[src/rtl/bist_scheduler_if.sv]
// ============================================================================
// Module      : bist_scheduler_if
// Description : Scheduler-to-child BIST controller bus (start pulses, done,
//               pass and packed error counts).
// Revision    : 1.0 - initial release
// ============================================================================
`default_nettype none

interface bist_scheduler_if #(
    parameter int NUM_MEMS  = 4,
    parameter int ERR_WIDTH = 32
);
    logic [NUM_MEMS-1:0]           bist_start_o;
    logic [NUM_MEMS-1:0]           bist_done_i;
    logic [NUM_MEMS-1:0]           bist_pass_i;
    logic [NUM_MEMS*ERR_WIDTH-1:0] bist_err_cnt_i;

    modport master (
        output bist_start_o,
        input  bist_done_i,
        input  bist_pass_i,
        input  bist_err_cnt_i
    );

    modport slave (
        input  bist_start_o,
        output bist_done_i,
        output bist_pass_i,
        output bist_err_cnt_i
    );
endinterface

`default_nettype wire

[src/rtl/bist_scheduler.sv]
// ============================================================================
// Module      : bist_scheduler
// Description : Runs selected memory BIST controllers one at a time in
//               ascending index order and aggregates pass/fail/timeout/errors.
//               Optional macro BIST_SCHED_STOP_ON_FAIL_EN ends the run at the
//               first failing or timed-out child.
// Revision    : 1.0 - initial release
// ============================================================================
`default_nettype none

module bist_scheduler #(
    parameter int NUM_MEMS       = 4,
    parameter int TIMEOUT_CYCLES = 1048576,
    parameter int ERR_WIDTH      = 32,
    localparam int c_cur_w       = (NUM_MEMS > 1) ? $clog2(NUM_MEMS) : 1
) (
    input  wire logic                  clk,
    input  wire logic                  rst_n,
    input  wire logic                  sched_start,
    input  wire logic                  sched_abort,
    input  wire logic [NUM_MEMS-1:0]   mem_select,
    bist_scheduler_if.master           bist,
    output logic                       sched_busy,
    output logic                       sched_done,
    output logic                       sched_pass,
    output logic                       sched_aborted,
    output logic [NUM_MEMS-1:0]        fail_mask,
    output logic [NUM_MEMS-1:0]        timeout_mask,
    output logic [c_cur_w-1:0]         cur_mem,
    output logic [ERR_WIDTH-1:0]       total_errors
);

    localparam int                  c_tmr_w    = $clog2(TIMEOUT_CYCLES);
    localparam logic [c_tmr_w-1:0]  c_tmr_last = c_tmr_w'(TIMEOUT_CYCLES - 1);
    localparam logic [NUM_MEMS-1:0] c_one      = NUM_MEMS'(1);

    typedef enum logic [2:0] {
        S_IDLE   = 3'd0,
        S_SELECT = 3'd1,
        S_LAUNCH = 3'd2,
        S_WAIT   = 3'd3,
        S_RECORD = 3'd4,
        S_DONE   = 3'd5
    } state_t;

    state_t                 r_state;
    logic [NUM_MEMS-1:0]    r_pending;
    logic [NUM_MEMS-1:0]    r_done_prev;
    logic [c_tmr_w-1:0]     r_timer;
    logic                   r_cap_pass;
    logic                   r_cap_to;
    logic [ERR_WIDTH-1:0]   r_cap_err;

    logic [c_cur_w-1:0]     w_next_idx;
    logic                   w_done_edge;
    logic [ERR_WIDTH-1:0]   w_err_sel;
    logic [ERR_WIDTH:0]     w_sum;
    logic                   w_fail;

    // Scanning downward leaves the lowest pending index as the winner.
    always_comb begin
        w_next_idx = '0;
        for (int i = NUM_MEMS - 1; i >= 0; i--) begin
            if (r_pending[i]) begin
                w_next_idx = c_cur_w'(i);
            end
        end
    end

    assign w_done_edge = bist.bist_done_i[cur_mem] & ~r_done_prev[cur_mem];
    assign w_err_sel   = bist.bist_err_cnt_i[cur_mem*ERR_WIDTH +: ERR_WIDTH];
    assign w_sum       = {1'b0, total_errors} + {1'b0, r_cap_err};
    assign w_fail      = ~r_cap_pass | r_cap_to;

    always_ff @(posedge clk or negedge rst_n) begin
        if (!rst_n) begin
            r_state           <= S_IDLE;
            r_pending         <= '0;
            r_done_prev       <= '0;
            r_timer           <= '0;
            r_cap_pass        <= 1'b0;
            r_cap_to          <= 1'b0;
            r_cap_err         <= '0;
            bist.bist_start_o <= '0;
            sched_busy        <= 1'b0;
            sched_done        <= 1'b0;
            sched_pass        <= 1'b0;
            sched_aborted     <= 1'b0;
            fail_mask         <= '0;
            timeout_mask      <= '0;
            cur_mem           <= '0;
            total_errors      <= '0;
        end else begin
            // History runs for every bit so stale levels never look like edges.
            r_done_prev       <= bist.bist_done_i;
            bist.bist_start_o <= '0;

            if (sched_abort && (r_state == S_SELECT || r_state == S_LAUNCH ||
                                r_state == S_WAIT   || r_state == S_RECORD)) begin
                r_state       <= S_DONE;
                sched_busy    <= 1'b0;
                sched_done    <= 1'b1;
                sched_pass    <= 1'b0;
                sched_aborted <= 1'b1;
            end else begin
                case (r_state)
                    S_IDLE, S_DONE: begin
                        if (sched_start) begin
                            r_pending     <= mem_select;
                            fail_mask     <= '0;
                            timeout_mask  <= '0;
                            total_errors  <= '0;
                            sched_pass    <= 1'b0;
                            sched_aborted <= 1'b0;
                            sched_done    <= 1'b0;
                            sched_busy    <= 1'b1;
                            r_state       <= S_SELECT;
                        end
                    end
                    S_SELECT: begin
                        if (r_pending == '0) begin
                            r_state    <= S_DONE;
                            sched_busy <= 1'b0;
                            sched_done <= 1'b1;
                            sched_pass <= (fail_mask == '0);
                        end else begin
                            cur_mem           <= w_next_idx;
                            bist.bist_start_o <= c_one << w_next_idx;
                            r_state           <= S_LAUNCH;
                        end
                    end
                    S_LAUNCH: begin
                        r_timer <= '0;
                        r_state <= S_WAIT;
                    end
                    S_WAIT: begin
                        r_timer <= r_timer + 1'b1;
                        // A done edge coinciding with the last timer cycle wins.
                        if (w_done_edge) begin
                            r_cap_pass <= bist.bist_pass_i[cur_mem];
                            r_cap_err  <= w_err_sel;
                            r_cap_to   <= 1'b0;
                            r_state    <= S_RECORD;
                        end else if (r_timer == c_tmr_last) begin
                            r_cap_pass <= 1'b0;
                            r_cap_err  <= '0;
                            r_cap_to   <= 1'b1;
                            r_state    <= S_RECORD;
                        end
                    end
                    S_RECORD: begin
                        fail_mask[cur_mem]    <= fail_mask[cur_mem] | w_fail;
                        timeout_mask[cur_mem] <= timeout_mask[cur_mem] | r_cap_to;
                        total_errors          <= w_sum[ERR_WIDTH] ? '1 : w_sum[ERR_WIDTH-1:0];
                        r_pending[cur_mem]    <= 1'b0;
`ifdef BIST_SCHED_STOP_ON_FAIL_EN
                        if (w_fail) begin
                            r_state    <= S_DONE;
                            sched_busy <= 1'b0;
                            sched_done <= 1'b1;
                            sched_pass <= 1'b0;
                        end else begin
                            r_state <= S_SELECT;
                        end
`else
                        r_state <= S_SELECT;
`endif
                    end
                    default: begin
                        r_state <= S_IDLE;
                    end
                endcase
            end
        end
    end

endmodule

`default_nettype wire
[src/flat_wrapper.sv]
// flat-port wrapper written by rule: the top's interface ports become plain ports
module bist_scheduler_flat 
#(
    parameter int NUM_MEMS       = 4,
    parameter int TIMEOUT_CYCLES = 1048576,
    parameter int ERR_WIDTH      = 32,
    localparam int c_cur_w       = (NUM_MEMS > 1) ? $clog2(NUM_MEMS) : 1
)
  (clk, rst_n, sched_start, sched_abort, mem_select, sched_busy, sched_done, sched_pass, sched_aborted, fail_mask, timeout_mask, cur_mem, total_errors, bist_bist_start_o, bist_bist_done_i, bist_bist_pass_i, bist_bist_err_cnt_i);
  bist_scheduler_if #(.NUM_MEMS(NUM_MEMS), .ERR_WIDTH(ERR_WIDTH)) bist_i ();
  input  wire logic clk;
  input  wire logic rst_n;
  input  wire logic sched_start;
  input  wire logic sched_abort;
  input  wire logic [NUM_MEMS-1:0] mem_select;
  output logic sched_busy;
  output logic sched_done;
  output logic sched_pass;
  output logic sched_aborted;
  output logic [NUM_MEMS-1:0] fail_mask;
  output logic [NUM_MEMS-1:0] timeout_mask;
  output logic [c_cur_w-1:0] cur_mem;
  output logic [ERR_WIDTH-1:0] total_errors;
  output wire logic [$bits(bist_i.bist_start_o)-1:0] bist_bist_start_o;
  input wire logic [$bits(bist_i.bist_done_i)-1:0] bist_bist_done_i;
  input wire logic [$bits(bist_i.bist_pass_i)-1:0] bist_bist_pass_i;
  input wire logic [$bits(bist_i.bist_err_cnt_i)-1:0] bist_bist_err_cnt_i;
  assign bist_bist_start_o = bist_i.bist_start_o;
  assign bist_i.bist_done_i = bist_bist_done_i;
  assign bist_i.bist_pass_i = bist_bist_pass_i;
  assign bist_i.bist_err_cnt_i = bist_bist_err_cnt_i;
  bist_scheduler #(.NUM_MEMS(NUM_MEMS), .TIMEOUT_CYCLES(TIMEOUT_CYCLES), .ERR_WIDTH(ERR_WIDTH)) u_core (.clk(clk), .rst_n(rst_n), .sched_start(sched_start), .sched_abort(sched_abort), .mem_select(mem_select), .bist(bist_i), .sched_busy(sched_busy), .sched_done(sched_done), .sched_pass(sched_pass), .sched_aborted(sched_aborted), .fail_mask(fail_mask), .timeout_mask(timeout_mask), .cur_mem(cur_mem), .total_errors(total_errors));
endmodule
[config.mk]
export PLATFORM = sky130hd
export DESIGN_NAME = bist_scheduler_flat
export DESIGN_NICKNAME = d
export VERILOG_FILES = /design/src/rtl/bist_scheduler_if.sv /design/src/rtl/bist_scheduler.sv /design/src/flat_wrapper.sv
export SDC_FILE = /design/constraint.sdc
export NUM_CORES = 1
export LEC_CHECK = 0
export ABC_AREA = 0
export BUFFER_PORTS_ARGS = -buffer_cell sky130_fd_sc_hd__buf_4
export CORE_MARGIN = 1.5
export CORE_UTILIZATION = 58
export CTS_CLUSTER_SIZE = 24
export DETAILED_ROUTE_END_ITERATION = 6
export HOLD_SLACK_MARGIN = 0.15
export PLACE_DENSITY = 0.87
export SLEW_MARGIN = 20
export SYNTH_ARGS = -nofsm -noshare
export SYNTH_HDL_FRONTEND = slang
export SYNTH_SLANG_ARGS = --single-unit
[constraint.sdc]
create_clock -name clk -period 6.4 [get_ports clk]
set_clock_uncertainty 0.1 [all_clocks]
set_input_delay 0.96 -clock clk [delete_from_list [all_inputs] [get_ports clk]]
set_output_delay 0.96 -clock clk [all_outputs]
set_load 0.1 [all_outputs]
# ---- Word-level counts from Yosys, hierarchy flattened
# Cells that the tools add are included.
dict set report word_totals {
  register_bits 115
  input_bits 144
  wordCells 119
}
dict set report op_classes {
  add_sub_neg 2
  magnitude_cmp 2
  eq_ne 10
  n_shift 2
  n_mux 55
  bitwise 10
  reduce_logical 22
}
# cell n
set ops {}
lappend ops {{32-bit 2-to-1 mux} 4}
lappend ops {{128-bit by 8-bit indexed part select with 32-bit output} 1}
lappend ops {{32-bit one-hot mux with 2 select lines} 1}
lappend ops {{20-bit one-hot mux with 2 select lines} 1}
lappend ops {{32-bit by 32-bit adder with 33-bit output} 1}
lappend ops {{4-bit one-hot mux with 2 select lines} 3}
lappend ops {{20-bit by 1-bit adder with 20-bit output, second input constant} 1}
lappend ops {{20-bit equality test, second input constant} 1}
lappend ops {{1-bit 2-to-1 mux} 20}
lappend ops {{4-bit 2-to-1 mux} 5}
lappend ops {{3-bit 2-to-1 mux} 5}
lappend ops {{3-bit one-hot mux with 5 select lines} 1}
lappend ops {{3-bit AND reduction} 4}
lappend ops {{1-bit binary-select mux with 2-bit select} 5}
lappend ops {{2-bit nonzero test} 5}
lappend ops {{4-bit bitwise mux} 2}
lappend ops {{4-bit zero test} 2}
lappend ops {{2-bit 2-to-1 mux} 4}
lappend ops {{3-bit by 2-bit equality test with 1-bit output, second input constant} 2}
lappend ops {{3-bit equality test, second input constant} 2}
lappend ops {{1-bit one-hot mux with 2 select lines} 3}
lappend ops {{2-bit AND reduction} 3}
lappend ops {{4-bit AND} 1}
lappend ops {{4-bit by 3-bit != test with 1-bit output, second input constant} 1}
lappend ops {{17 further kinds} 25}

# ---- Longest topological paths before layout
dict set report depth {
  depth_word 8
  ltp_mapped 12
}

# ---- Worst setup path before layout
# No wires, ideal clock.
dict set report synth_path {
  path_kind {register to register}
  from {reg u_core.total_errors[0]}
  to {reg u_core.total_errors[29]}
  setup_time_ns 0.126
  t_arrival_ns 3.177
  required_time_ns 6.174
  slack_ns 2.997
  path_stages_with_launch 13
  path_buffers 1
  path_cell_list {dfrtp_1 ha_1 fa_1 a211oi_1 o211ai_2 nand3_1 a311oi_2 o21bai_2 nand2_2 a41o_1 buf_6 nor2_1 a221o_1}
}
dict set report synth_via {
  elab_chain_len 3
}
# element line_no
set synth_rtl {}
lappend synth_rtl {{start, declared} bist_scheduler.sv:30} ;# output logic [ERR_WIDTH-1:0] total_errors
lappend synth_rtl {{start signal, assigned} bist_scheduler.sv:154} ;# total_errors <= w_sum[ERR_WIDTH] ? '1 : w_sum[ERR_WIDTH-1:0];
lappend synth_rtl {{32-bit by 32-bit adder with 33-bit output} bist_scheduler.sv:72} ;# assign w_sum = {1'b0, total_errors} + {1'b0, r_cap_err};
lappend synth_rtl {{32-bit 2-to-1 mux} bist_scheduler.sv:154}
lappend synth_rtl {{32-bit one-hot mux with 2 select lines} bist_scheduler.sv:106} ;# case (r_state)
# Every way passes these cells.
# A chain may end at the register's enable or synchronous reset.

# ---- Worst setup path in the final report
# Ends and elaborated chain as after synthesis.

==> results.md <==
- Gr ovfl total: 0
- Clock-pin slew on the worst setup and hold paths: 0.05 ns
- Post-layout utilization of the core: 77.49%
- Initial DRC Count: 599
- Vias in the first global route: 6,673
- Fin cells: 1,119
- Syn_nets: 941
- Worst setup EP type: flip-flop
- Via count: 6,705
- CP Class: flip-flop to flip-flop
- Post-CTS resize count: 0
- Worst-skew pair later-pin latency: 0.42 ns
- Fillcell total: 818
- Nets: 1,116
- Status: finished clean
- Critical Path RT: 6.60 ns
- Fin Setup TNS: 0 ns
- Largest net degree at the start of global routing: 70
- Cts bufs inserted: 17
- Post-synthesis sequential area ratio: 39.90%
- Period Utilization, post-route: 58.91%
- Post-Syn Area: 7213 sq um
- Hold Vio Cnt, Final: 0
- # clock sinks: 115
- RSZ-0062 raised after global routing: no
- Hold-fix buffers, CTS: 0
- Max-cap viol count: 0
- Final WL: 19.60 mm
- Final setup viols: 0
- Place WS: 2.676 ns
- Startpoint types: flip-flop
- Max VDD drop: 239.5 uV
- Core Footprint: 12,060 sq um
- Syn-to-layout area delta: 29.57%
- Slew HR: 26.68%
- Worst-margin pin slew: 1.100 ns
- Vias/cell: 5.992
- Ys flop type: dfrtp_1
- IO Count: 194
- Placed Cells: 1,087
- Initial Util: 59.80%
- HPWL after DPL: 13.52 mm
- Area contributors post-synth: dfrtp_1 40%, mux4_2 10%, ha_1 5.7%
- FF+latch count, synth: 115
- First-pass GRT wire length: 31.89 mm
- Wire per inst: 17.51 microns
- Final instance area: 9346 sq um
- Lkg Pwr: 4.703 nW
- Pre-Repair DR Iteration Count: 5
- Synth cell types: 62
- HP Class: flip-flop to flip-flop
- Initial antenna violation count: 0
- Net switching power: 2.380 mW
- Worst Slack Setup Final: 2.629 ns
- Clk pwr share: 20.1%
- Ant diodes: 0
- Switch share: 48.81%
- # H-tree levels: 4
- Comb pwr share: 54.7%
- # port buffers: 193
- PD cells: 521.7 nW/um^2
- Worst hold start: u_core.r_cap_err[12]
- Antenna Nets Post-Route: 0
- Total GRT Usage: 31.30%
- Power Total: 4.876 mW
- Die H: 114.5 microns
- Multi-input gate area: 3984 sq um
- Synth top area share: 39.90%
- Worst hold margin: 0.3910 ns
- Setup crit start: u_core.total_errors[0]
- DRC violation count after routing: 0
- Routability cong.: 0.9000
- Post-CTS Repair Setup Buffers: 0
- FP Rows: 40
- Int Power: 2.496 mW
- Asr flop ratio synth: 100.0%
- Syn Inst Count: 763
- Cell taking the most area after synthesis: dfrtp_1
- Crit path DAT: 3.97 ns
- Seq pwr share: 25.2%
- TritonCTS clock tree: done
- Die area: 13,110 sq um
- Clock tree buffer depth: 2
- Mean area per synthesized cell: 9.454 sq um
- Crit-path max FO: 28
- Layout cell share with drive strength beyond 1: 29.34%
- Ys Warns: 0
- Register area: 2880 sq um
- F_max: 0.2652 GHz
- R2R Path Start: u_core.total_errors[0]
- Pins Over Slew Limit: 0
- Die span in x: 114.5 microns
- Post-layout min period: 3.771 ns
- Number of flops mapped to enable cells by yosys: 0
- Placed cell area: 8736 sq um
- Clk root buf: clkbuf_16
==> state kept, by name, indices dropped and copies added (netlist names) <==
name	count
u_core.r_pending	4
u_core.timeout_mask	4
u_core.sched_done	1
u_core.sched_pass	1
u_core.sched_aborted	1
u_core.cur_mem	2
u_core.fail_mask	4
u_core.r_cap_to	1
u_core.r_state	3
u_core.r_cap_pass	1
u_core.sched_busy	1
u_core.total_errors	32
u_core.bist.bist_start_o	4
u_core.r_done_prev	4
u_core.r_timer	20
u_core.r_cap_err	32
==> cells by family (layout without fill, tap and decap cells) <==
family,after synthesis,after routing,share of synthesized area [%]
AO/OA/AOI/OAI,230,230,19.51
XOR/XNOR,44,44,5.343
flip-flops,115,115,39.90
multiplexers,38,38,11.01
adder cells (fa/ha/maj),34,34,6.002
buffers and inverters,90,278,5.048
AND/OR/NAND/NOR,212,212,13.18
==> per-layer routing <==
layer	vias to the layer above	routed length (microns)	track usage [%]
met5	-	0	0
met4	0	589	12.83
met3	53	1374	5.717
met2	307	9655	52.14
met1	3252	7978	40.56
li1	3093	-	-
==> power by group through the flow <==
stage | logic [mW] | registers (mW) | clock network, mW
after floorplan | 1.34 | 1.91 | 0
after global placement | 2.58 | 1.22 | 0
after detailed placement | 2.63 | 1.22 | 0
after CTS | 2.66 | 1.22 | 0.976
after global routing | 2.87 | 1.26 | 1.01
final | 2.67 | 1.23 | 0.978
==> synthesized netlist by cell type (all sizes together) (2+ instances only) <==
master and n:
clkbuf 34, a221o 2, or2 4, and3 12
a22o 6, or3 2, inv 48, mux4 33
a22oi 2, nand3 20, and4 2, a211o 3
mux2i 4, a41o 2, nor2 49, ha 33
xnor2 21, nor2b 4, o21bai 5, a31oi 26
and2 4, xor2 23, nor3 8, a21o 20
nand2 96, dfrtp 115, a21oi 80, buf 8
nand2b 4, a211oi 4, o22a 2, a21boi 3
o21ai 60, o211ai 4
==> layout make-up <==
type                       instances  share of cell area, %
inverter                          48                  1.928
multi-input combinational        558                  42.62
sequential                       115                  30.82
clock buffer                      23                  5.114
clock inverter                     9                  1.365
tap                              168                  2.249
timing repair buffer             198                  15.90
==> cells in the final DEF (no fill, tap or decap), types with 17 or more instances in the layout <==
cell / n
a21o_1: 20
a21oi_1: 76
a31oi_1: 26
buf_4: 198
clkbuf_16: 17
dfrtp_1: 113
ha_1: 33
inv_1: 48
mux4_2: 33
nand2_1: 95
nand3_1: 19
nor2_1: 48
o21ai_0: 59
xnor2_1: 21
xor2_1: 23
==> critical path, cell delays in order, from the launching register on <==
cell and delay (ns):
dfrtp_1 0.39, ha_1 0.23, fa_1 0.42, a211oi_1 0.39
o211ai_2 0.14, nand3_1 0.17, a311oi_2 0.15, o21bai_2 0.26
nand2_2 0.07, a41o_1 0.90, nor2_1 0.12, a221o_1 0.29
==> worst paths after layout <==
path,end,slack (ns),cells past startpoint
hold reg to reg,u_core.r_cap_err[12],0.39,2
setup reg to reg,u_core.total_errors[29],2.63,11
max in group asynchronous,u_core.total_errors[7],4.47,2
setup / recovery,u_core.total_errors[29],2.63,11
min in group asynchronous,u_core.r_cap_err[17],0.44,1
hold / removal,u_core.r_cap_err[12],0.39,2
Note: power is estimated with default switching activity, not from simulation.
